`src/rtl/mamba2_pkg.sv`:
```
// mamba2_pkg: arbiter FSM encodings, FP16 lane defaults and the FP16 multiply function.
package mamba2_pkg;
  localparam int FP_DW = 16;
  localparam int FP_M_LAT = 6;
  typedef enum logic [1:0] {ST_RUN, ST_DRAIN, ST_IDLE_Q} arb_state_t;
  // Subnormals flush to zero, round to nearest even, canonical quiet NaN.
  function automatic logic [15:0] fp16_mul(input logic [15:0] a, input logic [15:0] b);
    logic s, nan_a, nan_b, inf_a, inf_b, zero_a, zero_b, hi, rnd;
    logic [21:0] p;
    logic [10:0] m;
    logic signed [7:0] e;
    s = a[15] ^ b[15];
    nan_a = &a[14:10] && |a[9:0];
    nan_b = &b[14:10] && |b[9:0];
    inf_a = &a[14:10] && !(|a[9:0]);
    inf_b = &b[14:10] && !(|b[9:0]);
    zero_a = a[14:10] == 5'd0;
    zero_b = b[14:10] == 5'd0;
    p = 22'({1'b1, a[9:0]}) * 22'({1'b1, b[9:0]});
    hi = p[21];
    m = {1'b0, hi ? p[20:11] : p[19:10]};
    rnd = hi ? p[10] && (|p[9:0] || p[11]) : p[9] && (|p[8:0] || p[10]);
    m = m + 11'(rnd);
    e = $signed({3'b0, a[14:10]}) + $signed({3'b0, b[14:10]}) - 8'sd15
        + $signed({7'b0, hi}) + $signed({7'b0, m[10]});
    if (nan_a || nan_b || (inf_a && zero_b) || (inf_b && zero_a)) return 16'h7E00;
    if (inf_a || inf_b) return {s, 5'h1F, 10'h0};
    if (zero_a || zero_b || e <= 8'sd0) return {s, 15'h0};
    if (e >= 8'sd31) return {s, 5'h1F, 10'h0};
    return {s, e[4:0], m[9:0]};
  endfunction
endpackage

```
`src/rtl/fp16_mult_wrapper.sv`:
```
// fp16_mult_wrapper: FP16 multiplier with result and valid delayed by M_LAT cycles.
module fp16_mult_wrapper import mamba2_pkg::*; #(
  parameter int DW = FP_DW,
  parameter int M_LAT = FP_M_LAT
) (
  input  logic          clk,
  input  logic [DW-1:0] a,
  input  logic [DW-1:0] b,
  input  logic          valid_in,
  output logic [DW-1:0] result,
  output logic          valid_out
);
  logic [DW-1:0] res_p [M_LAT];
  logic [M_LAT-1:0] v_p;
  always_ff @(posedge clk) begin
    res_p[0] <= fp16_mul(a, b);
    v_p[0] <= valid_in;
    for (int i = 1; i < M_LAT; i++) begin
      res_p[i] <= res_p[i-1];
      v_p[i] <= v_p[i-1];
    end
  end
  assign result = res_p[M_LAT-1];
  assign valid_out = v_p[M_LAT-1];
endmodule

```
`src/rtl/fp16_mul_arb.sv`:
```
// fp16_mul_arb: round-robin arbiter sharing one FP16 multiplier lane, with drain control.
// Optional FP_MUL_ARB_LOCK_EN adds req_lock so a grantee can keep priority.
module fp16_mul_arb import mamba2_pkg::*; #(
  parameter int NREQ = 4,
  parameter int DW = FP_DW,
  parameter int TW = 10,
  parameter int M_LAT = FP_M_LAT
) (
  input  logic              clk,
  input  logic              rst,
  input  logic [NREQ-1:0]   req_valid,
  input  logic [NREQ*DW-1:0] req_a,
  input  logic [NREQ*DW-1:0] req_b,
  input  logic [NREQ*TW-1:0] req_tag,
`ifdef FP_MUL_ARB_LOCK_EN
  input  logic [NREQ-1:0]   req_lock,
`endif
  output logic [NREQ-1:0]   req_ready,
  output logic [NREQ-1:0]   rsp_valid,
  output logic [DW-1:0]     rsp_data,
  output logic [TW-1:0]     rsp_tag,
  input  logic              drain_req,
  output logic              drain_done,
  output logic              busy
);
  localparam int IW = NREQ > 1 ? $clog2(NREQ) : 1;
  arb_state_t state, state_nx;
  logic [IW-1:0] ptr, ptr_nx, gid;
  logic gnt, lock, vin_r, mul_v;
  logic [DW-1:0] a_r, b_r;
  logic [M_LAT:0] sh_v;
  logic [IW-1:0] sh_id [M_LAT+1];
  logic [TW-1:0] sh_tag [M_LAT+1];
  // Walk the search order backwards so the first valid requester after ptr wins.
  always_comb begin
    gnt = 1'b0;
    gid = ptr;
    for (int k = NREQ - 1; k >= 0; k--)
      if (req_valid[(int'(ptr) + k) % NREQ]) begin
        gnt = 1'b1;
        gid = IW'((int'(ptr) + k) % NREQ);
      end
    gnt = gnt && state == ST_RUN && !rst;
`ifdef FP_MUL_ARB_LOCK_EN
    lock = req_lock[gid];
`else
    lock = 1'b0;
`endif
    ptr_nx = !gnt ? ptr : lock ? gid : int'(gid) == NREQ - 1 ? '0 : gid + 1'b1;
    // No acceptances in DRAIN, so only the output stage may still be full.
    state_nx = state == ST_RUN ? (drain_req ? ST_DRAIN : ST_RUN) :
               state == ST_DRAIN ? (|sh_v[M_LAT-1:0] ? ST_DRAIN : ST_IDLE_Q) :
               (drain_req ? ST_IDLE_Q : ST_RUN);
  end
  always_ff @(posedge clk or posedge rst)
    if (rst) begin
      state <= ST_RUN;
      ptr <= '0;
      vin_r <= 1'b0;
      sh_v <= '0;
    end else begin
      state <= state_nx;
      ptr <= ptr_nx;
      vin_r <= gnt;
      sh_v <= {sh_v[M_LAT-1:0], gnt};
    end
  always_ff @(posedge clk) begin
    if (gnt) begin
      a_r <= req_a[gid*DW +: DW];
      b_r <= req_b[gid*DW +: DW];
    end
    sh_id[0] <= gid;
    sh_tag[0] <= req_tag[gid*TW +: TW];
    for (int i = 1; i <= M_LAT; i++) begin
      sh_id[i] <= sh_id[i-1];
      sh_tag[i] <= sh_tag[i-1];
    end
  end
  fp16_mult_wrapper #(.DW(DW), .M_LAT(M_LAT)) u_mul (
    .clk(clk), .a(a_r), .b(b_r), .valid_in(vin_r), .result(rsp_data), .valid_out(mul_v)
  );
  assign req_ready = gnt ? NREQ'(1) << gid : '0;
  assign rsp_valid = sh_v[M_LAT] ? NREQ'(1) << sh_id[M_LAT] : '0;
  assign rsp_tag = sh_tag[M_LAT];
  assign busy = |sh_v;
  assign drain_done = state == ST_IDLE_Q;
`ifndef SYNTHESIS
  // The multiplier has no reset; its valid pipe is trusted only once flushed after reset.
  int settle;
  always_ff @(posedge clk or posedge rst)
    if (rst) settle <= 0;
    else if (settle != M_LAT) settle <= settle + 1;
  always_ff @(negedge clk)
    if (!rst && settle == M_LAT)
      assert (mul_v == sh_v[M_LAT]) else $error("multiplier valid_out out of step with shadow pipeline");
`endif
endmodule

```
`config.mk`:
```
export PLATFORM = sky130hd
export DESIGN_NAME = fp16_mul_arb
export DESIGN_NICKNAME = d
export VERILOG_FILES = /design/src/rtl/mamba2_pkg.sv /design/src/rtl/fp16_mult_wrapper.sv /design/src/rtl/fp16_mul_arb.sv
export SDC_FILE = /design/constraint.sdc
export NUM_CORES = 1
export LEC_CHECK = 0
export ABC_AREA = 0
export CELL_PAD_IN_SITES_DETAIL_PLACEMENT = 1
export CELL_PAD_IN_SITES_GLOBAL_PLACEMENT = 2
export CORE_ASPECT_RATIO = 0.75
export CORE_MARGIN = 10
export CORE_UTILIZATION = 31
export DETAILED_ROUTE_END_ITERATION = 16
export PLACE_DENSITY = 0.84
export SLEW_MARGIN = 20
export SYNTH_ARGS = -nofsm -noshare
export SYNTH_HDL_FRONTEND = slang
export SYNTH_SLANG_ARGS = --single-unit
```
`constraint.sdc`:
```
create_clock -name clk -period 8.6 [get_ports clk]
set_input_delay 1.72 -clock clk [delete_from_list [all_inputs] [get_ports clk]]
set_output_delay 1.72 -clock clk [all_outputs]
set_load 0.02 [all_outputs]
```
# Yosys cells after proc, flatten, opt, wreduce, memory -nomap -nowiden
# Memories as Yosys holds them, arrays and structs flattened.
# Index checks and enable logic that the tools add are counted.
# totals
wordCells	119
ram_bits	180
mem_count	3
reg_bits	43
# classes
order_cmp	6
n_bitwise	4
addsub	9
n_eq_ne	3
reduce_logical	35
n_mux	47
multipliers	2
shifts	5
# memory_table
name	words	width	read_ports	rd_clocked_by_memory_dff	wr	line_no	rtl
u_mul.res_p	6	16	6	0	6	fp16_mult_wrapper.sv:13	logic [DW-1:0] res_p [M_LAT];
sh_tag	7	10	7	0	7	fp16_mul_arb.sv:33	logic [TW-1:0] sh_tag [M_LAT+1];
sh_id	7	2	7	0	7	fp16_mul_arb.sv:32	logic [IW-1:0] sh_id [M_LAT+1];
# ops
op	count
2-to-1 mux 16 bit	8
indexed part select 64 x 7 -> 16 bit	2
indexed part select 40 x 7 -> 10 bit	1
OR reduction 10 bit	3
2-to-1 mux 1 bit	23
multiplier 11 x 11 -> 22 bit	1
2-to-1 mux 2 bit	9
adder 8 x 2 -> 8 bit	2
< comparator 3 x 4 -> 1 bit (second input constant)	3
adder 10 x 1 -> 11 bit	1
logical AND 1 bit	10
logical NOT 5 bit	2
2-to-1 mux 10 bit	1
AND reduction 5 bit	2
OR reduction 9 bit	1
binary-select mux 1 bit (select 2 bit)	4
greater-or-equal comparator 8 x 6 -> 1 bit (second input constant)	1
less-or-equal comparator 8 x 1 -> 1 bit (second input constant)	1
logical OR 1 bit	8
2-to-1 mux 4 bit	2
left shift 1 x 2 -> 4 bit (first input constant)	2
subtractor 8 x 5 -> 8 bit (second input constant)	1
OR reduction 7 bit	1
adder 5 x 5 -> 6 bit	1
12 further kinds	21

# Longest topological paths before layout
# Gate-level depths: netlist (run 1).
# depth
ltp_word	19
depth_mapped	40

# Cells and area by module
# Synthesis (run 1) repeated with hierarchy kept, for this count alone.
# hier_totals
cells_unflattened	1176
hier_area_um2	11851.4
# modules_own_cells
module	instances	area_each_um2	cells_each
fp16_mult_wrapper	1	7469.7	764
fp16_mul_arb	1	4381.7	412

# Worst setup path before layout (run 1)
# No wires, ideal clock.
# synth_timing
path_type	reg2reg
from	reg b_r[8]
to	mem u_mul.res_p[0][9] (netlist name)
path_buffers	4
required_time_ps	8521
path_stages_with_launch	38
setup_slack_ps	321
arrival_ps	8200
cell_sequence	edfxtp_1 -> clkbuf_1 -> and2_1 -> fa_1 -> inv_1 -> fa_1 -> inv_1 -> fa_1 -> fa_1 -> inv_1 -> fa_1 -> inv_1 -> ha_1 -> clkbuf_1 -> a21oi_1 -> o21ai_1 -> nor2_1 -> a21oi_2 -> [2 not listed] -> inv_4 -> clkbuf_1 -> a21oi_1 -> a21oi_1 -> ha_1 -> ha_1 -> nand3_1 -> nor2_1 -> o211ai_1 -> nor3b_1 -> ha_1 -> fa_1 -> and3_1 -> a311oi_1 -> nand4_1 -> clkbuf_1 -> or2_1 -> o211ai_1
# synth_rtl
item	line_no	rtl
from (decl)	fp16_mul_arb.sv:30	logic [DW-1:0] a_r, b_r;
from (signal assigned)	fp16_mul_arb.sv:70	b_r <= req_b[gid*DW +: DW];
to (decl)	fp16_mult_wrapper.sv:13	

==> impl_metrics.csv, run 1 <==
group,metric,value,unit
run_status,status,"completed",
synth,syn-num-nets,1313,
cells_and_area,area.sequential,4840,sq um
synth,synth_seq_cells,223,
cells_and_area,stdcell_count,1708,
setup_path,slowest_stage,"fa_1",
hold_path,min_path_type,"reg -> reg",
global_route,overflow,0,
clock_network,clkSinkCount,223,
die,die_area,44720,sq um
global_route,grt_pass1_vias,8483,
synth,syn_area_per_cell,11.57,sq um
cells_and_area,final.fill_count,3855,
detailed_routing,drt_iter0_markers,354,
timing,hold_viol,0,
timing,finalSetupViolations,0,
clock_network,clk_pin_slew,0.06,ns
placement,dp_hpwl,25.28,mm
synth,synth-seq-area-share,0.4266,
die,die_y,185.7,um
die,die_x,240.9,um
clock_network,clockBufferDepth,3,
synth,synth_edf_count,32,
timing,max_slew_margin,0.4822,
global_route,grt_max_degree,26,
cells_and_area,area_growth_syn_to_layout,33.29,%
hold_path,min_path_cells,0,
cells_and_area,multiInputGateArea,5944,sq um
synth,synthFlopType,"dfxtp_1",
clock_network,htreeDepth,1,
synth,synth_adder_area_share,0.2285,
detailed_routing,vias,7939,
timing,period_minus_slack,8.235,ns
synth,synth_xor_area_frac,0.02394,
die,coreArea,35960,sq um
global_route,grt_pass1_wl,46.63,mm
die,rows,60,
synth,synth.distinct_cells,67,
synth,synthSimpleGateAreaFrac,0.1057,
clock_network,clock-root-buffer,"clkbuf_16",
clock_network,clkLatencyLatePin,0.50,ns
setup_path,end_kind,"flop",
global_route,antenna_found_initial,2,
global_route,grtUsageTotal,0.1321,
timing,post-route-period-util,0.9576,
cells_and_area,drive_above_1_share,0.1320,
detailed_routing,wl_per_cell,18.32,um
flow_run,cap_violations,0,
die,io_pins,211,
detailed_routing,viasPerCell,4.648,
timing,fmax,121.4,MHz
timing,slew_violations,0,
setup_path,worstRegToRegCells,33,
setup_path,arrival,8.66,ns
setup_path,startpoint_type,"flop",
detailed_routing,remaining_drc_errors,0,
setup_path,worstSetupPathType,"reg -> reg",
clock_network,cts_hold_buf,0,
synth,synthCells,980,
synth,synth_top_family_by_area,"adder cells",
detailed_routing,routed_wl,31.30,mm
synth,ys_async_sr_fraction,0.04933,
synth,synth_compound_area_frac,0.07037,
clock_network,numCtsBuffers,21,
synth,muxShareOfSynthArea,0.08615,
detailed_routing,dr.pass1.iters,5,
placement,dp.cells,1639,
die,start_util,0.3154,
timing,fin_skew,0.01625,ns
detailed_routing,ant_nets,0,
cells_and_area,nets,1561,
timing,fin_hold_ws,0.3235,ns
synth,syn-cell-area,11340,sq um
placement,gp_congestion,0.8589,
setup_path,critPathMaxFanout,16,
timing,tightest_slew,0.7670,ns
clock_network,cts_tree,"yes",
placement,numPortBuffers,210,
synth,yosysWarnings,0,
setup_path,critPathMaxStageDelay,0.55,ns
setup_path,cp.required,9.02,ns
## state kept, by name, summed over array words and instances, names as in the netlist
name / cells
u_mul.res_p: 96
sh_tag: 70
a_r: 16
b_r: 16
sh_id: 14
sh_v: 7
ptr: 2
state: 2
## critical path: cells and delay by family (launching register included)
family | cells | cell delay (ns)
AOI/OAI and AO/OA | 10 | 1.73
xor gates and xnor gates | 1 | 0.22
adders and majority gates | 10 | 3.85
buffers and inverters | 4 | 0.60
DFF | 1 | 0.47
and+or+nand+nor | 8 | 1.28
## worst paths after layout
| kind | from | to | slack, ns |
|---|---|---|---|
| min in group asynchronous | rst | ptr[1]$_DFFE_PP0P_ | 1.59 |
| worst min register to register | u_mul.res_p[1][12]$_DFF_P_ | u_mul.res_p[2][12]$_DFF_P_ | 0.32 |
| worst min-delay path | u_mul.res_p[1][12]$_DFF_P_ | u_mul.res_p[2][12]$_DFF_P_ | 0.32 |
| worst max register to register | a_r[5]$_DFFE_PP_ | u_mul.res_p[0][4]$_SDFF_PP0_ | 0.36 |
| worst max-delay path | a_r[5]$_DFFE_PP_ | u_mul.res_p[0][4]$_SDFF_PP0_ | 0.36 |
| max in group asynchronous | rst | sh_v[4]$_DFF_PP0_ | 6.71 |
## kinds of logic (layout without fill, tap and decap cells)
family                     Yosys count  after routing
and+or+nand+nor                    233            233
DFF                                223            223
buffers and inverters              175            437
adders and majority gates          158            158
AOI/OAI and AO/OA                  115            115
muxes                               45             45
xor gates and xnor gates            31             31
other                                0              1
## routing by layer
| layer | vias to the layer above | wire length, um | track usage |
|---|---|---|---|
| met5 | - | 18 | 0 |
| met1 | 3920 | 14380 | 0.1794 |
| met4 | 2 | 466 | 0.02058 |
| met3 | 32 | 1783 | 0.03458 |
| li1 | 3783 | - | - |
| met2 | 202 | 14650 | 0.2108 |
## stage by stage
stage	util	setup TNS, ns	setup slack, ns	cell area [sq um]
after floorplan	-	0	0.3208	11340
after global placement	0.3910	0	0.3028	14060
after detailed placement	0.3910	0	0.1089	14060
after CTS	0.4118	0	0.08337	14810
after global routing	0.4205	-0.04383	-0.03430	15120
final	0.4205	0	0.3649	15120
## final cells by class
cell class                 count  share of cell area
timing repair buffer         260              0.1639
clock buffer                  26             0.03873
inverter                     140             0.03492
sequential                   223              0.3201
tap                          465             0.03848
antenna                        1           0.0001655
clock inverter                11             0.01059
multi-input combinational    582              0.3932
## cell usage after synthesis, types with 4 or more instances
cell type | instances | share of area
mux4_2 | 42 | 0.083
a21o_1 | 8 | 0.0053
dfrtp_1 | 11 | 0.024
inv_1 | 139 | 0.046
nor3_1 | 12 | 0.0053
a211oi_1 | 8 | 0.0053
a31oi_1 | 4 | 0.0022
edfxtp_1 | 32 | 0.085
a21oi_1 | 29 | 0.013
nor4_1 | 8 | 0.0044
or3_1 | 4 | 0.0022
nor2_1 | 40 | 0.013
and2_1 | 48 | 0.026
nand3_1 | 13 | 0.0057
ha_1 | 76 | 0.084
o21bai_1 | 5 | 0.0033
xnor2_1 | 19 | 0.015
o21ai_1 | 5 | 0.0022
clkbuf_1 | 28 | 0.0093
xor2_1 | 12 | 0.0093
dfxtp_1 | 180 | 0.32
o31ai_1 | 5 | 0.0033
o21ai_0 | 13 | 0.0057
o21a_1 | 10 | 0.0066
nand2_1 | 71 | 0.023
and3_1 | 7 | 0.0039
fa_1 | 82 | 0.14
buf_2 | 5 | 0.0022
o211ai_1 | 5 | 0.0033
## cell usage in the layout (no fill, tap or decap), drive strengths merged, types with 3 or more instances in the layout
| cell | synthesis | final |
|---|---|---|
| o211ai | 5 | 5 |
| nor4 | 8 | 8 |
| nor2b | 4 | 4 |
| a211oi | 8 | 8 |
| ha | 76 | 76 |
| clkinvlp | 0 | 3 |
| xor2 | 12 | 12 |
| xnor2 | 19 | 19 |
| a21o | 8 | 8 |
| o31ai | 6 | 6 |
| clkbuf | 28 | 29 |
| nor3b | 3 | 3 |
| and3 | 7 | 7 |
| or2 | 4 | 4 |
| nor2 | 40 | 40 |
| nand4 | 3 | 3 |
| inv | 140 | 143 |
| or4 | 3 | 3 |
| edfxtp | 32 | 32 |
| mux4 | 42 | 42 |
| clkdlybuf4s50 | 0 | 210 |
| nand2 | 72 | 72 |
| nand2b | 3 | 3 |
| dfrtp | 11 | 11 |
| and2 | 49 | 49 |
| a21oi | 31 | 31 |
| dfxtp | 180 | 180 |
| and4 | 3 | 3 |
| buf | 7 | 47 |
| or3 | 5 | 5 |
| o21a | 10 | 10 |
| o21ai | 20 | 20 |
| o21bai | 5 | 5 |
| bufinv | 0 | 3 |
| fa | 82 | 82 |
| nand3 | 13 | 13 |
| a31oi | 4 | 4 |
| nor3 | 12 | 12 |
## what timing repair did
item | CTS | global route
setup buffers | 0 | 31
gates resized for setup | 0 | 22
setup endpoints to repair | 0 | 15
endpoints found under the hold margin | 0 | 0
Power of run 1 is left out: the tool's default activity adds up to more than one toggle a clock period on the data nets, which glitch-free logic cannot reach.
==> inputs of run 2 (changes only) <==
GPL_ROUTABILITY_DRIVEN = 0   (was default)
==> results of run 2 <==
No change in the layout: final DEF, timing and power equal those of run 1.
Power of run 2 is left out for the same reason.
